==> src/rtl/fa_decimate_sequencer.sv <==
// fa_decimate_sequencer: serialises per-strobe channel vectors and marks CIC decimation boundaries
//   clk_i / reset_i       : clock, asynchronous active-high reset
//   log2Turns_i           : log2 of turns per RF sample, adopted only on a boundary
//   syncMarker_i          : forces the next accepted vector to be a boundary
//   sampleStrobe_i        : sampleData_i valid this cycle
//   sampleData_i          : all channels, channel k at [k*DATA_WIDTH +: DATA_WIDTH]
//   outputData_o/Channel_o/Valid_o : serialised stream, channel 0 first
//   decimateFlag_o        : boundary flag, held for every beat of the vector
//   cicShift_o            : min(15, STAGES*active log2Turns)
//   busy_o                : serialiser occupied
//   overrun_o / clearOverrun_i : sticky dropped-strobe flag and its clear
module fa_decimate_sequencer #(
    parameter int DATA_WIDTH        = 24,
    parameter int CHANNEL_WIDTH     = 2,
    parameter int LAST_CHAN         = 3,
    parameter int DECIMATION_FACTOR = 152,
    parameter int STAGES            = 3
) (
    input  logic                                  clk_i,
    input  logic                                  reset_i,
    input  logic [1:0]                            log2Turns_i,
    input  logic                                  syncMarker_i,
    input  logic                                  sampleStrobe_i,
    input  logic [(LAST_CHAN+1)*DATA_WIDTH-1:0]   sampleData_i,
    output logic [DATA_WIDTH-1:0]                 outputData_o,
    output logic [CHANNEL_WIDTH-1:0]              outputChannel_o,
    output logic                                  outputValid_o,
    output logic                                  decimateFlag_o,
    output logic [3:0]                            cicShift_o,
    output logic                                  busy_o,
    output logic                                  overrun_o,
    input  logic                                  clearOverrun_i
);
    localparam int VW = (LAST_CHAN+1)*DATA_WIDTH;
    localparam int CW = $clog2(DECIMATION_FACTOR+1);
    localparam logic [CW-1:0] DF = CW'(DECIMATION_FACTOR);
    localparam logic [CHANNEL_WIDTH-1:0] LAST = CHANNEL_WIDTH'(LAST_CHAN);

    typedef enum logic {IDLE, SHIFT} state_t;

    state_t                   state_q, state_d;
    logic [CHANNEL_WIDTH-1:0] chan_q, chan_d;
    logic [VW-1:0]            data_q, data_d;
    logic [DATA_WIDTH-1:0]    out_q, out_d;
    logic                     flag_q, flag_d;
    logic [CW-1:0]            dec_q, dec_d;
    logic [1:0]               log2_q, log2_d;
    logic                     sync_q, sync_d;
    logic                     ovr_q, ovr_d;
    logic                     last_beat, accept, boundary;
    logic [31:0]              shift_full;

    always_comb begin
        last_beat = (state_q == SHIFT) && (chan_q == LAST);
        // a new vector may start on the final beat so the stream stays gapless
        accept    = sampleStrobe_i && ((state_q == IDLE) || last_beat);
        boundary  = (dec_q == '0) || syncMarker_i || sync_q;
        state_d   = state_q;
        chan_d    = chan_q;
        data_d    = data_q;
        out_d     = out_q;
        flag_d    = flag_q;
        dec_d     = dec_q;
        log2_d    = log2_q;
        if (accept) begin
            state_d = SHIFT;
            chan_d  = '0;
            out_d   = sampleData_i[DATA_WIDTH-1:0];
            data_d  = sampleData_i >> DATA_WIDTH;
            flag_d  = boundary;
            log2_d  = boundary ? log2Turns_i : log2_q;
            dec_d   = boundary ? (DF >> log2Turns_i) - CW'(1) : dec_q - CW'(1);
        end else if (state_q == SHIFT) begin
            if (last_beat) begin
                state_d = IDLE;
            end else begin
                chan_d = chan_q + CHANNEL_WIDTH'(1);
                out_d  = data_q[DATA_WIDTH-1:0];
                data_d = data_q >> DATA_WIDTH;
            end
        end
        // an accepted vector consumes any pending sync (it is then a boundary)
        sync_d = accept ? 1'b0 : (sync_q || syncMarker_i);
        // a drop wins over a simultaneous clear
        ovr_d  = (sampleStrobe_i && !accept) || (ovr_q && !clearOverrun_i);
    end

    always_ff @(posedge clk_i or posedge reset_i) begin
        if (reset_i) begin
            state_q <= IDLE;
            chan_q  <= '0;
            data_q  <= '0;
            out_q   <= '0;
            flag_q  <= 1'b0;
            dec_q   <= '0;
            log2_q  <= '0;
            sync_q  <= 1'b0;
            ovr_q   <= 1'b0;
        end else begin
            state_q <= state_d;
            chan_q  <= chan_d;
            data_q  <= data_d;
            out_q   <= out_d;
            flag_q  <= flag_d;
            dec_q   <= dec_d;
            log2_q  <= log2_d;
            sync_q  <= sync_d;
            ovr_q   <= ovr_d;
        end
    end

    // log2_q changes on the same edge the flagged channel-0 beat appears
    assign shift_full      = 32'(STAGES) * 32'(log2_q);
    assign cicShift_o      = (shift_full > 32'd15) ? 4'd15 : shift_full[3:0];
    assign outputData_o    = out_q;
    assign outputChannel_o = chan_q;
    assign outputValid_o   = (state_q == SHIFT);
    assign busy_o          = (state_q == SHIFT);
    assign decimateFlag_o  = flag_q;
    assign overrun_o       = ovr_q;
endmodule
==> config.mk <==
export PLATFORM = sky130hd
export DESIGN_NAME = fa_decimate_sequencer
export DESIGN_NICKNAME = d
export VERILOG_FILES = /design/src/rtl/fa_decimate_sequencer.sv
export SDC_FILE = /design/constraint.sdc
export NUM_CORES = 1
export LEC_CHECK = 0
export BUFFER_PORTS_ARGS = -buffer_cell sky130_fd_sc_hd__buf_4
export CORE_MARGIN = 4
export CORE_UTILIZATION = 35
export CTS_BUF_LIST = sky130_fd_sc_hd__clkbuf_16
export CTS_CLUSTER_DIAMETER = 50
export DETAILED_ROUTE_END_ITERATION = 12
export GPL_TIMING_DRIVEN = 0
export HOLD_SLACK_MARGIN = 0.15
export PLACE_DENSITY = 0.65
export RECOVER_POWER = 100
export SLEW_MARGIN = 20
export SYNTH_ARGS = -nofsm -noshare
export SYNTH_HDL_FRONTEND = slang
export SYNTH_SLANG_ARGS = --single-unit
==> constraint.sdc <==
create_clock -name clk_i -period 4.7 [get_ports clk_i]
set_input_delay 0.705 -clock clk_i [delete_from_list [all_inputs] [get_ports clk_i]]
set_output_delay 0.705 -clock clk_i [all_outputs]
set_load 0.02 [all_outputs]
# --- After elaboration in Yosys (flattened, before gate mapping) ---
# Index checks and enable logic that the tools add are counted.
totals:
  regBits: 136
  in_bits: 103
  out_inout_bits: 34
op_classes:
  add_sub_neg: 3
  n_mul: 1
  magnitude_cmp: 1
  eq_ne: 2
  shifts: 1
  n_mux: 15
  bitwise_logic: 1
  n_reduce_logical: 15
op_table:
  columns: ["operator", "n"]
  rows:
  - ["$mux 96", 3]
  - ["$mux 24", 3]
  - ["$sub 8x1->8 const B", 2]
  - ["$logic_not 8->1", 1]
  - ["$mux 8", 1]
  - ["$shr 8x2->8 const A", 1]
  - ["$mux 2", 3]
  - ["$logic_or 1x1->1", 5]
  - ["$gt 4x4->1 const B", 1]
  - ["$logic_and 1x1->1", 4]
  - ["$mul 2x2->4 const A", 1]
  - ["$mux 1", 4]
  - ["$mux 4", 1]
  - ["$reduce_and 2->1", 2]
  - ["$add 2x1->2 const B", 1]
  - ["$eq 2x2->1 const B", 1]
  - ["$logic_not 1->1", 2]
  - ["$ne 2x1->1 const B", 1]
  - ["$reduce_bool 2->1", 1]
  - ["$not 1->1", 1]

# --- Depth between registers and ports, before layout ---
depth:
  word_depth: 7
  depth_mapped: 8
  mapped_depth_nobuf: 8

# --- Least setup slack after synthesis ---
# No wires, ideal clock.
synth_timing:
  path_type: "input to register"
  start: "in syncMarker_i"
  end: "reg dec_q[6]"
  setup_time_ns: 0.083
  arrival_time_ns: 2.047
  required_time_ns: 4.617
  slack_ns: 2.570
  path_stages: 8
  n_path_buf: 1
  path_cell_list: "nor2_1 clkbuf_1 o21ai_0 a22oi_1 ha_1 nand3_1 xor2_1 o21ai_0"
synth_between:
  elab_chain_len: 3
synth_lines:
  columns: ["element", "line_no", "rtl"]
  rows:
  - ["start, declared", "22", "input logic syncMarker_i,"]
  - ["$logic_or 1x1->1 (2 in series)", "57", "boundary = (dec_q == '0) || syncMarker_i || sync_q;"]
  - ["$mux 8", "72", "dec_d = boundary ? (DF >> log2Turns_i) - CW'(1) : dec_q - CW'(1);"]
  - ["end signal, assigned", "95", "dec_q <= '0;"]
  - ["end signal, assigned", "105", "dec_q <= dec_d;"]
  - ["end, declared", "46", "logic [CW-1:0] dec_q, dec_d;"]
# No other way between the ends.
# A chain may end at the register's enable or synchronous reset.

# --- Worst setup path after layout ---
layout_timing:
  start: "reg chan_q[0], in the netlist outputChannel_o[0]"
  end: "reg out_q[6], in the netlist outputData_o[6]"
layout_between:
  elab_chain_len: 6
  elab_cells_between_ends: 8
  classes_between: "eq/ne (2); mux (1); reduce/logical (5)"
layout_lines:
  columns: ["element", "line_no", "rtl"]
  rows:
  - ["start, declared", "42", "logic [CHANNEL_WIDTH-1:0] chan_q, chan_d;"]
  - ["start signal, assigned", "101", "chan_q <= chan_d;"]
  - ["$eq 2x2->1 (*)", "54", "last_beat = (state_q == SHIFT) && (chan_q == LAST);"]
  - ["$logic_and 1x1->1 (*)", "54", null]
  - ["$logic_or 1x1->1", "56", "accept = sampleStrobe_i && ((state_q == IDLE) || last_beat);"]
  - ["$logic_and 1x1->1", "56", null]
  - ["$ne 2x1->1 (no line) / $reduce_bool 2->1 (equally long branches)", null, null]
  - ["$reduce_and 2->1 (no line)", null, null]
  - ["end signal, assigned", "103", "out_q <= out_d;"]
  - ["end, declared", "44", "logic [DATA_WIDTH-1:0] out_q, out_d;"]
# Mark *: on every way between the ends. The rest lies on a longest branch, timed or not.

==> impl_metrics.json <==
{
  "max_clock_freq_mhz": 419,
  "start_kind": "register",
  "clock_latency_ns": 0.35,
  "cap_violations": 1,
  "reg2reg_depth": 7,
  "place.gp.congestion": 0.903,
  "ctsResizeCount": 0,
  "avgSynthCellArea_um2": 10.5,
  "cts-root-buf": "clkbuf_16",
  "timing.final.crit_share": 0.507,
  "syn_inst": 502,
  "syn_area_um2": 5260,
  "coreArea_um2": 14600,
  "fill_cells": 1463,
  "drcViolationCount": 0,
  "synth-async-reset-ratio": 1.00,
  "synthFlopType": "dfrtp_1",
  "rsz0062_at_grt": "false",
  "worst_setup_path_end_kind": "register",
  "clock_sinks": 112,
  "yosys_warnings": 0,
  "synth_nets": 613,
  "path_class": "reg2reg",
  "dp_hpwl_um": 10800,
  "yosys.area.top_type_share": 0.533,
  "drt-initial-drc-count": 259,
  "placedCellCount": 823,
  "max_slew.worst_pin.slew_ns": 1.59,
  "die_h_um": 131,
  "cp.required_ns": 4.96,
  "timing.critical_path.fanout_max": 10,
  "fin_ws_ns": 2.32,
  "antenna_found_initial": 0,
  "ys_ff_latch": 112,
  "hold_viol_final": 0,
  "hold_class": "reg2reg",
  "grt_pass1_vias": 4337,
  "cts-buffers-inserted": 9,
  "crit_arrival_ns": 2.65,
  "place_ws_ns": 2.10,
  "vias_per_cell": 4.94,
  "synth_area_leaders": "dfrtp_1, mux2i_1, o21ai_0",
  "initial_core_util": 0.359,
  "dieWidth_um": 131,
  "setup_viol": 0,
  "p_per_area_nw_per_um2": 544,
  "clock_skew_ns": 0.00608,
  "antenna_cells": 0,
  "via_count": 4144,
  "hold_path_depth": 2,
  "multi_input_area_um2": 2280,
  "irDropWorstVdd_mv": 0.328,
  "drt-total-wl_um": 14000,
  "status": "finished, violations left",
  "fin_nets": 761,
  "routedWlPerCell_um": 16.7,
  "clkTransAtPathRegs_ns": 0.07,
  "slew_viol_final": 34,
  "post-cts-setup-buffer-count": 0,
  "grt_pass1_wl_um": 22600,
  "cts_hold_buffers": 0,
  "final_layout_size_suffix_gt1_frac": 0.202,
  "syn2layout_area_growth_pct": 27.1,
  "io_pins": 137,
  "fin_cells": 839,
  "ant_nets": 0,
  "yosysSeqAreaShare": 0.533,
  "violations": "capacitance limit, slew limit",
  "finalCriticalPeriod_ns": 2.38,
  "row_count": 44,
  "clock_path_buffers": 2,
  "yosys.area.top_type": "dfrtp_1",
  "grtUsageTotal": 0.171,
  "leakagePower_nw": 3.23,
  "grt_max_degree": 80,
  "slew_headroom": -0.0683,
  "synth_edf_count": 0,
  "drtPass1Iterations": 5,
  "cts_htree_levels": 3,
  "grt_remaining_overflow": 0,
  "cts_tree": "yes",
  "port_buffers": 136,
  "area.sequential_um2": 2800,
  "die-area_um2": 17000,
  "ys_types": 39
}
-- metal layers --
| layer | up-vias | GRT usage | share of wire |
|---|---|---|---|
| met2 | 102 | 0.290 | 0.50 |
| met3 | 6 | 0.0451 | 0.053 |
| met5 | - | 0 | 0 |
| li1 | 2029 | - | - |
| met1 | 2007 | 0.220 | 0.44 |
| met4 | 0 | 0.0430 | 0.0077 |
-- logic make-up (layout without fill, tap and decap cells) --
group | Yosys count | count (layout) | synth area share
buffers and inverters | 42 | 195 | 0.0317
and+or+nand+nor | 136 | 136 | 0.112
DFF | 112 | 112 | 0.533
AOI/OAI and AO/OA | 100 | 100 | 0.106
xor gates and xnor gates | 3 | 3 | 0.00500
muxes | 101 | 101 | 0.193
adders and majority gates | 8 | 8 | 0.0190
-- through the flow --
step           instance area (um2)  power [mW]   util  setup TNS (ns)  hold WS, ns
2_1_floorplan                 5260        2.45      -               0        0.449
3_3_place_gp                  6510        2.99  0.444          -27.45        0.459
3_5_place_dp                  6540        3.06  0.447               0        0.462
4_1_cts                       6810        3.78  0.465               0        0.333
5_1_grt                       6680        3.93  0.456               0        0.509
6_report                      6680        3.63  0.456               0        0.481
-- final cells by class --
cell class	instances	share of cell area
sequential	112	0.420
clock buffer	9	0.0337
buffer	35	0.0210
inverter	7	0.00412
clock inverter	7	0.00674
tap	184	0.0345
timing repair buffer	137	0.138
multi-input combinational	348	0.342
-- placed cells by master, fill, tap and decap left out, types with 2 or more instances in the layout --
cell,instances
dfrtp_1,112
buf_4,102
mux2i_1,98
nand2_1,86
o21ai_0,84
clkbuf_1,61
nor2_1,29
clkbuf_16,9
ha_1,8
inv_1,7
a21oi_1,5
buf_1,4
nor3_1,4
nand2b_1,3
mux2_2,3
clkbuf_4,3
nor4_1,2
a22oi_1,2
xor2_1,2
nand3_1,2
clkinv_1,2
-- critical path, stage by stage (launching register included) --
cell and delay, ns:
dfrtp_1 0.41, ha_1 0.22, nor2b_1 0.10, clkbuf_1 0.39, clkbuf_1 0.41, clkbuf_1 0.49
nand2_1 0.17, o21ai_0 0.11
-- synthesized netlist by cell type, types with 2 or more instances --
| master | count |
|---|---|
| buf_1 | 6 |
| a21oi_1 | 5 |
| nor2_1 | 28 |
| mux2_2 | 3 |
| o21ai_0 | 84 |
| mux2i_1 | 98 |
| a22oi_1 | 2 |
| nand2b_1 | 3 |
| nand2_1 | 86 |
| ha_1 | 8 |
| nor4_1 | 2 |
| nor3_1 | 4 |
| clkbuf_1 | 26 |
| inv_1 | 7 |
| nand3_1 | 2 |
| nor2_2 | 2 |
| buf_4 | 2 |
| xor2_1 | 2 |
| dfrtp_1 | 112 |
-- worst paths after layout --
check                      slack, ns                      startpoint                     endpoint
min in group asynchronous       0.74                         reset_i  outputData_o[0]$_DFFE_PP0P_
hold reg to reg                 0.48          data_q[70]$_DFFE_PP0P_       data_q[46]$_DFFE_PP0P_
setup reg to reg                2.32  outputChannel_o[0]$_DFFE_PP0P_  outputData_o[6]$_DFFE_PP0P_
max in group asynchronous       3.01                         reset_i       data_q[58]$_DFFE_PP0P_
hold / removal                  0.48          data_q[70]$_DFFE_PP0P_       data_q[46]$_DFFE_PP0P_
setup / recovery                2.32  outputChannel_o[0]$_DFFE_PP0P_  outputData_o[6]$_DFFE_PP0P_
-- flip-flops by register name, summed over array words and instances, names as in the netlist --
name / flops
dec_q: 8
overrun_o: 1
outputChannel_o: 2
busy_o: 1
data_q: 72
outputData_o: 24
decimateFlag_o: 1
sync_q: 1
log2_q: 2
-- where the power goes --
group	switching, mW	total, mW	internal, mW	leakage [nW]
logic	0.885	1.35	0.466	1.63
registers	0.243	1.57	1.32	1.46
clock network	0.355	0.715	0.360	0.138
(Power assumes the default switching activity.)
